===== src/rtl/inst_fetch.sv =====
// Instruction fetch unit: owns the PC and fetches opcode (plus movi immediate)
// bytes over a req/ack program-memory handshake, issuing one instruction per pass.
module inst_fetch #(
  parameter int                 ADDR_W     = 8,
  parameter logic [ADDR_W-1:0]  RESET_ADDR = '0
) (
  input  logic              clk,
  input  logic              rst,
  input  logic              run,
  output logic              memReq,
  output logic [ADDR_W-1:0] memAddr,
  input  logic              memAck,
  input  logic [7:0]        memData,
  output logic [7:0]        inst,
  output logic              instValid,
  output logic [7:0]        immData,
  output logic              immValid,
  input  logic              loadAddr,
  input  logic [ADDR_W-1:0] jumpTarget,
  output logic [ADDR_W-1:0] pc
);

  localparam logic [4:0] OP_MOVI = 5'b00010;

  typedef enum logic [1:0] {
    FETCH,
    IMM,
    ISSUE
  } state_t;

  state_t            r_state;
  state_t            w_state_nxt;
  logic [ADDR_W-1:0] r_pc;
  logic [ADDR_W-1:0] w_pc_nxt;
  logic [7:0]        r_inst;
  logic [7:0]        w_inst_nxt;
  logic [7:0]        r_imm;
  logic [7:0]        w_imm_nxt;
  logic              w_req;
  logic              w_issue;

  always_ff @(posedge clk or posedge rst) begin
    if (rst) begin
      r_state <= FETCH;
      r_pc    <= RESET_ADDR;
      r_inst  <= '0;
      r_imm   <= '0;
    end else begin
      r_state <= w_state_nxt;
      r_pc    <= w_pc_nxt;
      r_inst  <= w_inst_nxt;
      r_imm   <= w_imm_nxt;
    end
  end

  always_comb begin
    w_state_nxt = r_state;
    w_pc_nxt    = r_pc;
    w_inst_nxt  = r_inst;
    w_imm_nxt   = r_imm;
    w_req       = 1'b0;
    w_issue     = 1'b0;
    unique case (r_state)
      FETCH: begin
        w_req = run;
        if (run && memAck) begin
          w_inst_nxt  = memData;
          w_pc_nxt    = r_pc + ADDR_W'(1);
          w_state_nxt = (memData[7:3] == OP_MOVI) ? IMM : ISSUE;
        end
      end
      IMM: begin
        // Once the opcode is in, the immediate is fetched regardless of run.
        w_req = 1'b1;
        if (memAck) begin
          w_imm_nxt   = memData;
          w_pc_nxt    = r_pc + ADDR_W'(1);
          w_state_nxt = ISSUE;
        end
      end
      ISSUE: begin
        w_issue = 1'b1;
        if (loadAddr) begin
          w_pc_nxt = jumpTarget;
        end
        w_state_nxt = FETCH;
      end
      default: begin
        w_state_nxt = FETCH;
      end
    endcase
  end

  // Request is gated by rst so it drops the instant reset asserts, even though
  // the reset state itself (FETCH) would otherwise request while run=1.
  assign memReq    = w_req & ~rst;
  assign memAddr   = r_pc;
  assign pc        = r_pc;
  assign instValid = w_issue;
  assign inst      = w_issue ? r_inst : 8'h00;
  assign immValid  = w_issue && (r_inst[7:3] == OP_MOVI);
  assign immData   = r_imm;

endmodule


===== config.mk =====
export PLATFORM = sky130hd
export DESIGN_NAME = inst_fetch
export DESIGN_NICKNAME = d
export VERILOG_FILES = /design/src/rtl/inst_fetch.sv
export SDC_FILE = /design/constraint.sdc
export NUM_CORES = 1
export LEC_CHECK = 0
export CAP_MARGIN = 5
export CORE_MARGIN = 2
export CORE_UTILIZATION = 45
export CTS_CLUSTER_SIZE = 24
export DETAILED_ROUTE_END_ITERATION = 7
export GPL_ROUTABILITY_DRIVEN = 0
export PLACE_DENSITY = 0.91
export SYNTH_ARGS = -nofsm -noshare
export SYNTH_HDL_FRONTEND = slang
export SYNTH_SLANG_ARGS = --single-unit

===== constraint.sdc =====
create_clock -name clk -period 2.11 [get_ports clk]
set_input_delay 0.422 -clock clk [delete_from_list [all_inputs] [get_ports clk]]
set_output_delay 0.422 -clock clk [all_outputs]
set_load 0.02 [all_outputs]

Word level (Yosys, flattened, before mapping)
Cells that the tools add are included.
Storage, ports and cells
  output and inout port bits: 35
  memory bits (read-only): 0
  flip-flop bits (word level): 26
  memories kept: 0
  latch bits: 0
  memory bits (writable): 0
  word-level logic and storage cells: 33
  input bits: 21
Cells by class
  div/mod/pow operators: 0
  multipliers: 0
  bitwise gates (word level): 2
  add/sub/neg operators: 1
  multiplexer cells: 11
  $lt $le $gt $ge: 0
  reductions and logical operators: 8
  eq/ne operators: 7
  shifts and indexed selects: 0
Operators by type and width (number)
  2-to-1 mux 8 bit: 4
  one-hot mux 8 bit (3 select lines): 1
  equality test 5 x 2 -> 1 bit (second input constant): 2
  adder 8 x 1 -> 8 bit (second input constant): 1
  2-to-1 mux 2 bit: 3
  != test 2 bit (second input constant): 3
  AND reduction 2 bit: 3
  one-hot mux 2 bit (2 select lines): 1
  AND reduction 4 bit: 1
  nonzero test 3 bit: 1
  equality test 2 x 1 -> 1 bit (second input constant): 1
  equality test 2 bit (second input constant): 1
  logical AND 1 bit: 2
  zero test 2 bit: 1
  one-hot mux 1 bit (2 select lines): 1
  bitwise AND 1 bit: 1
  2-to-1 mux 1 bit: 1
  NOT 1 bit: 1

Logic depth before layout (Yosys ltp)
Gate-level depths: netlist of run 1.
  depth after elaboration: 4
  gate-level depth with buffers: 6
  mapped depth without buffers: 5

Worst setup path after synthesis of run 1
No wires, ideal clock.
  path type: register to output
  start point: reg r_state[0]
  end point: out immValid
  arrival: 1.494 ns
  stages on the path, launching flop included: 6
  path buffers: 2
  required time: 1.688 ns
  path slack: 0.194 ns
  path through: dfrtp_1 > nand2b_4 > inv_2 > buf_2 > clkbuf_1 > and3_1
On the way
  cells in the longest elaborated chain, start to end: 3
Ends and longest elaborated chain
  start, declared: line 31  | state_t r_state;
  start signal, assigned: line 49  | r_state <= w_state_nxt;
  equality test 2 bit: line 63  | unique case (r_state)
  2-to-1 mux 1 bit: line 63
  named net instValid: line 15  | output logic instValid,
  logical AND 1 bit: line 101  | assign immValid = w_issue && (r_inst[7:3] == OP_MOVI);
  end, declared: line 17  | output logic immValid,
The timed path passes the listed nets, and every way through them passes these cells.

Worst setup path after layout of run 1
  start point: reg r_state[0]
  end point: out instValid
On the way
  cells in the longest elaborated chain, start to end: 2
Ends and longest elaborated chain (line)
  equality test 2 bit: 63
  2-to-1 mux 1 bit: 63
  end, declared: 15
No other way between the ends.

==> flow_summary.ini, run 1 <==
[setup_path]
crit_type = register to output port
crit_required_ns = 1.69
critical-path-slowest-cell = clkdlybuf4s50_1
reg2reg_from = r_state[1]
critical_path_peak_fanout = 11
path_buf_inv = 2
slowest_delay_ns = 0.63
rrSetupSlack_ns = 0.51
cp-start-kind = register
cpLargestDelayFamily = buffers and inverters
r2r_cells = 6
crit_path_cell_trace = nand2b_4 -> inv_2 -> clkdlybuf4s50_1
r2r_end = memAddr[6]
cp-end-kind = output port
arrival_ns = 1.61

[layout]
syn2layout_area_growth_pct = 44.1
layout_common_cells = 45 x clkdlybuf4s50_1, 25 x dfrtp_1, 16 x mux2_2
diodes = 0
layoutNonFillerInstCount = 208
fill_cells = 240
fin_nets = 200
drive_above_1_share_pct = 19.2
mostFrequentLayoutCell = clkdlybuf4s50_1

[logic_synthesis]
synth-seq-area-share_pct = 48.7
synth_top_area_cell = dfrtp_1
synth.avg_cell_area_um2 = 10.9
ys_async_sr_fraction_pct = 100
yosysWarnings = 0
syn_area_um2 = 1340
synth-edff-count = 0
synth-seq-cells = 26
synth_area_leaders = dfrtp_1 49%, mux2_2 13%, a21oi_1 4.5%
synth_top_cell_area_share_pct = 48.7
mappedNetlistNets = 145
ys.flop_type = dfrtp_1
synth_cells = 123
yosysUniqueCellTypes = 33

[pwr]
p_total_w = 0.00187
peakVddDrop_v = 0.000840
power_density_nw_per_um2 = 970
p_leak_nw = 0.852

[clock_tree]
clk_pin_slew_ns = 0.14
root_buffer = clkbuf_4
cts_buffer_depth = 2
cts_tree = done
htree_levels = 1
clock-sinks = 26
clk_latency_ns = 0.31
postCtsSetupRepairBufs = 0
numCtsBuffers = 3

[route]
dr.first_iter.drc_count = 43
drcViolationCount = 0
drt_wl_total_um = 3050
dr_total_vias = 1151
firstDrtPassIters = 4
viasPerCell = 5.53
ant_nets = 0
wl_per_cell_um = 14.6

[sta]
rsz0062_at_grt = no
fin_worst_hold_slack_ns = 0.475
finalSetupViolations = 0
slew_headroom_pct = 70.7
hold_viol_final = 0
fmaxAchievable_mhz = 492
min_period_ns = 2.03
finalMaxSlewViolations = 0
worst_slew_pin_slew_ns = 0.437
skew_ns = 0.00257
fin_crit_sh_pct = 96.3

[run_status]
status = completed

[floorplan]
initial_core_util_pct = 48.0
ios = 56
die_w_um = 58.5
dieArea_um2 = 3420
core_area_um2 = 2780
num_rows = 19
dieHeight_um = 58.5

[global_route]
grt_antenna_before_repair = 0
grt_pass1_wl_um = 5080
track_usage_pct = 19.0
overflow = 0
grt_pass1_vias = 1160
grt_max_degree = 27

[place]
place_inst = 204
hpwl_um = 2310
io_buffers = 55

[run]
drv_cap = 0

[min_path]
holdCritPathClass = primary input to async pin
[synth_stat cells (all sizes together), types with 3 or more instances]
cell   instances
o21ai          7
a21oi         12
nor3           3
inv            5
nor2           4
mux2          16
nand2          6
buf           10
dfrtp         26
and2           8
[worst max-delay path by stage]
| stage | slack, ns | startpoint | end | cells after the start |
|---|---|---|---|---|
| CTS | 0.06 | r_state[0] | instValid | 3 |
| global route | 0.01 | r_state[0] | instValid | 3 |
| finish | 0.08 | r_state[0] | instValid | 3 |
| global placement | -0.005 | run | memReq | 4 |
| floorplan | 0.19 | r_state[0] | immValid | 5 |
| detailed placement | -0.05 | run | memReq | 4 |
[flip-flops by register name, summed over array words and instances (netlist names)]
name / flops
memAddr: 8
r_inst: 8
immData: 8
r_state: 2
[per-stage QoR]
step	setup slack [ns]	utilization (%)	cell area (µm²)	TNS, ns
global placement	-0.00476	68.3	1900	-0.00476
detailed placement	-0.0520	68.3	1900	-0.0520
floorplan	0.194	-	1340	0
CTS	0.0567	69.2	1930	0
finish	0.0788	69.2	1930	0
global route	0.0104	69.2	1930	0
[power breakdown]
part / internal, W / leakage, nW / switching, W
logic: 0.000447 / 0.520 / 0.000420
clock network: 0.000105 / 0.0210 / 0.000140
registers: 0.000621 / 0.311 / 0.000133
total: 0.00117 / 0.852 / 0.000694
[what timing repair did]
item                                    in CTS  in global routing
hold buffers                                 0                  0
endpoints found under the setup margin      10                  0
gates resized for setup                     11                  0
[worst min-delay path, cell delays in order]
cell	delay, ns
clkdlybuf4s50_1	0.42
inv_1	0.06
buf_4	0.31
[logic make-up after synthesis]
group | synth area share, %
multiplexers | 14.2
buffers and inverters | 7.21
adder cells (fa/ha/maj) | 0.936
AO/OA/AOI/OAI | 12.2
flip-flops | 48.7
AND/OR/NAND/NOR | 16.8
[area by class of cell]
| cell class | instances | area (µm²) | share of cell area [%] |
|---|---|---|---|
| well taps | 31 | 38.8 | 2.01 |
| repair buffers | 62 | 591 | 30.7 |
| inverters | 5 | 18.8 | 0.975 |
| multi-input cells | 80 | 589 | 30.6 |
| flip-flops and latches | 26 | 652 | 33.9 |
| clock buffers | 4 | 36.3 | 1.88 |
[per-layer routing]
metal  global-route usage (%)  share of wire [%]
met5                        0                  0
met3                     3.08                8.4
met2                     34.5                 52
met1                     23.5                 39
met4                     4.65               0.39
(Power assumes the default switching activity.)
==> inputs of run 2 (changes only) <==
Settings changed: CELL_PAD_IN_SITES_DETAIL_PLACEMENT set to 0, CELL_PAD_IN_SITES_GLOBAL_PLACEMENT set to 2, CORE_UTILIZATION 45 to 27, SLEW_MARGIN set to 20.
==> run 2 against run 1 <==
Utilization down 27 points. Via count is 2.3% lower. Register-to-register slack worse by 0.04 ns. Clock power is 30% higher. Critical path depth did not move. Sequential power grew 0.8%. Critical path type unchanged. Largest power group unchanged.
==> flow_summary.ini, run 2 (same netlist as run 1, synthesis figures left out) <==
[run]
drv_cap = 0

[setup_path]
crit_type = register to output port
rrSetupSlack_ns = 0.47
crit_path_cell_trace = nand2b_4 -> inv_2 -> clkdlybuf4s50_1
crit_required_ns = 1.69
critical-path-slowest-cell = clkdlybuf4s50_1
slowest_delay_ns = 0.63
cpLargestDelayFamily = buffers and inverters
arrival_ns = 1.57
critical_path_peak_fanout = 11
cp-start-kind = register
path_buf_inv = 2
cp-end-kind = output port

[layout]
layout_common_cells = 45 x clkdlybuf4s50_1, 26 x dfrtp_1, 16 x mux2_2
fin_util_pct = 42.0
seq_area_um2 = 651
drive_above_1_share_pct = 19.1
mostFrequentLayoutCell = clkdlybuf4s50_1
fin_nets = 201
multi_input_comb_area_um2 = 589
diodes = 0
fill_cells = 473
syn2layout_area_growth_pct = 49.3

[route]
wl_per_cell_um = 13.5
firstDrtPassIters = 4
drt-met1-wl_um = 1460
wl_met2_um = 1610
drcViolationCount = 0
ant_nets = 0
dr_wl_met3_um = 220
drt_wl_total_um = 3300
dr_total_vias = 1124
maxUsedRoutingLayer = met3
dr.first_iter.drc_count = 43
viasPerCell = 4.59

[sta]
rsz0062_at_grt = no
setup_tns_ns = 0
slew_headroom_pct = 72.2
hold_viol_final = 0
fin_worst_hold_slack_ns = 0.506
fmaxAchievable_mhz = 502
finalSetupViolations = 0
finalMaxSlewViolations = 0
skew_ns = 0.00324
fin_crit_sh_pct = 94.4
setup_ws_ns = 0.119
worst_slew_pin_slew_ns = 0.414
min_period_ns = 1.99

[clock_tree]
postCtsSetupRepairBufs = 0
clock-sinks = 26
htree_levels = 1
clk_latency_ns = 0.27
root_buffer = clkbuf_8
cts_buffer_depth = 2
clk_pin_slew_ns = 0.09
cts_tree = done
numCtsBuffers = 3

[floorplan]
initial_core_util_pct = 28.1
dieHeight_um = 74.4
dieArea_um2 = 5530
ios = 56
num_rows = 25
die_w_um = 74.4
core_area_um2 = 4750

[global_route]
grt_pass1_vias = 1168
grt_max_degree = 27
track_usage_pct = 12.7
overflow = 0
grt_pass1_wl_um = 5430
grt_antenna_before_repair = 0

[pwr]
peakVddDrop_v = 0.000362
power_density_nw_per_um2 = 975
p_leak_nw = 0.866
p_total_w = 0.00195

[place]
hpwl_um = 2440
io_buffers = 55
pre_cts_slack_ns = -0.0172

[min_path]
holdCritPathClass = register to register

[run_status]
status = completed
run 2: layout make-up:
type	instances	share of cell area (%)
timing repair buffer	63	30.0
inverter	5	0.940
sequential	26	32.6
tap	67	4.20
multi-input combinational	80	29.5
clock buffer	4	2.76
run 2: path summary, 6_finish.rpt:
| check | start | end | cells past startpoint |
|---|---|---|---|
| max | r_state[0] | instValid | 3 |
| min | r_inst[2] | r_inst[2] | 1 |
| max reg2reg | r_state[1] | memAddr[6] | 6 |
| min reg2reg | r_inst[2] | r_inst[2] | 1 |
| max in group asynchronous | rst | memAddr[5] | 3 |
| min in group asynchronous | rst | r_state[1] | 3 |
run 2: per-layer routing:
| layer | vias up | global-route usage [%] |
|---|---|---|
| li1 | 543 | - |
| met1 | 533 | 15.5 |
| met2 | 48 | 23.2 |
| met3 | 0 | 2.71 |
| met4 | 0 | 2.38 |
| met5 | - | 0 |
run 2: through the flow:
stage / instances / cell area (µm²)
after global routing: 245 / 2000
after floorplan: 123 / 1340
after CTS: 245 / 2000
after global placement: 241 / 1950
after detailed placement: 241 / 1950
final: 245 / 2000
run 2: report_power, final:
part,internal (W),leakage [nW],total (W),switching [W]
logic,0.000449,0.525,0.000866,0.000417
clock network,0.000167,0.0288,0.000319,0.000153
registers,0.000622,0.312,0.000760,0.000138
run 2: timing repair:
item,in CTS,in global routing
hold endpoints to repair,0,0
hold buffers,0,0
setup endpoints to repair,10,0
resized for setup,10,0
==> inputs of run 3 (changes only) <==
Settings changed: SKIP_CTS_REPAIR_TIMING set to 1, SLEW_MARGIN 20 to not set.
==> run 3 against run 2 <==
Critical path depth stayed put. Global-route usage hardly changed. Non-clock buffer count stayed put. Via count is 0.36% higher. Hold slack hardly changed. Combinational power is 0.7% higher. Clock skew hardly changed. Register-to-register slack hardly changed. Critical endpoint unchanged.
==> flow_summary.ini, run 3 (same netlist as run 1, synthesis figures left out) <==
[clock_tree]
clk_pin_slew_ns = 0.09
htree_levels = 1
numCtsBuffers = 3
cts_tree = done
root_buffer = clkbuf_8
cts_buffer_depth = 2
clk_latency_ns = 0.27
clock-sinks = 26

[sta]
hold_viol_final = 0
skew_ns = 0.00349
fin_worst_hold_slack_ns = 0.506
rsz0062_at_grt = no
setup_ws_ns = 0.120
finalSetupViolations = 0
finalMaxSlewViolations = 0
fmaxAchievable_mhz = 502
setup_tns_ns = 0
worst_slew_pin_slew_ns = 0.416
min_period_ns = 1.99
fin_crit_sh_pct = 94.3
slew_headroom_pct = 72.1

[min_path]
hp-start = r_inst[2]
worstHoldPathCells = 1
min_to = r_inst[2]
holdCritPathClass = register to register

[layout]
layout_common_cells = 45 x clkdlybuf4s50_1, 26 x dfrtp_1, 16 x mux2_2
mostFrequentLayoutCell = clkdlybuf4s50_1
diodes = 0
fin_nets = 201
drive_above_1_share_pct = 19.1
syn2layout_area_growth_pct = 52.2

[pwr]
p_sw_share_pct = 36.3
power_density_nw_per_um2 = 960
peakVddDrop_v = 0.000377
cellInternalPower_w = 0.00124
clkPwrFrac_pct = 16.4
power_frac_seq_pct = 38.9
comb_power_share_pct = 44.7
p_leak_nw = 0.993
p_sw_w = 0.000708

[global_route]
track_usage_pct = 12.7
grt_max_degree = 27
grt_antenna_before_repair = 0
grt_pass1_vias = 1174
overflow = 0
grt_pass1_wl_um = 5440

[setup_path]
cp-end-kind = output port
slowest_delay_ns = 0.63
crit_type = register to output port
crit_required_ns = 1.69
path_buf_inv = 2
cp-start-kind = register
r2r_cells = 6
r2r_end = memAddr[6]
cpLargestDelayFamily = buffers and inverters
rrSetupSlack_ns = 0.47
crit_path_cell_trace = nand2b_4 -> inv_2 -> clkdlybuf4s50_1
critical-path-slowest-cell = clkdlybuf4s50_1
critical_path_peak_fanout = 11
arrival_ns = 1.57
reg2reg_from = r_state[1]

[route]
viasPerCell = 4.60
wl_per_cell_um = 13.6
firstDrtPassIters = 4
dr.first_iter.drc_count = 52
drt_wl_total_um = 3340
drcViolationCount = 0
ant_nets = 0
dr_total_vias = 1128

[run_status]
status = completed

[floorplan]
num_rows = 25
core_area_um2 = 4750
dieArea_um2 = 5530
initial_core_util_pct = 28.1
dieHeight_um = 74.4
ios = 56
die_w_um = 74.4

[place]
io_buffers = 55
pre_cts_slack_ns = -0.0172
hpwl_um = 2440

[run]
drv_cap = 0
==> run 3: cell types whose count changed in the layout (fill, tap and decap cells not counted) <==
cell / delta
dlymetal6s2s_1: +10
dlygate4sd2_1: -10
==> run 3: worst max path at each step <==
| stage | startpoint | slack, ns | depth (start not counted) | to |
|---|---|---|---|---|
| final | r_state[0] | 0.12 | 3 | instValid |
| after global routing | r_state[0] | 0.04 | 3 | instValid |
| after CTS | r_state[0] | -0.06 | 4 | immValid |
| after detailed placement | run | -0.02 | 4 | memReq |
| after global placement | run | -0.005 | 4 | memReq |
| after floorplan | r_state[0] | 0.19 | 5 | immValid |
==> run 3: area by class of cell <==
cell class	count	area [µm²]
Fill cell	463	2720
Sequential cell	26	651
Timing Repair Buffer	63	636
Multi-Input combinational cell	80	589
Tap cell	67	83.8
Clock buffer	4	55.1
Inverter	5	18.8
==> run 3: power by group through the flow <==
stage	combinational, W	clock [W]	sequential (W)
4_1_cts	0.000885	0.000328	0.000761
6_report	0.000872	0.000320	0.000759
3_3_place_gp	0.000874	0	0.000756
5_1_grt	0.000945	0.000343	0.000787
2_1_floorplan	0.000420	0	0.000855
3_5_place_dp	0.000883	0	0.000769
==> run 3: layer usage <==
layer / up-vias / GRT usage, % / part of all wire, %
li1: 544 / - / -
met1: 534 / 15.5 / 44
met2: 50 / 23.2 / 49
met3: 0 / 2.71 / 7.0
met4: 0 / 2.38 / 0
met5: - / 0 / 0
==> run 3: stage by stage <==
stage          power [W]  instance area [µm²]  instances  util [%]
6_report         0.00195                 2030        245      42.8
3_5_place_dp     0.00165                 1950        241      41.1
3_3_place_gp     0.00163                 1950        241      41.1
5_1_grt          0.00208                 2030        245      42.8
2_1_floorplan    0.00128                 1340        123         -
4_1_cts          0.00197                 2010        245      42.2
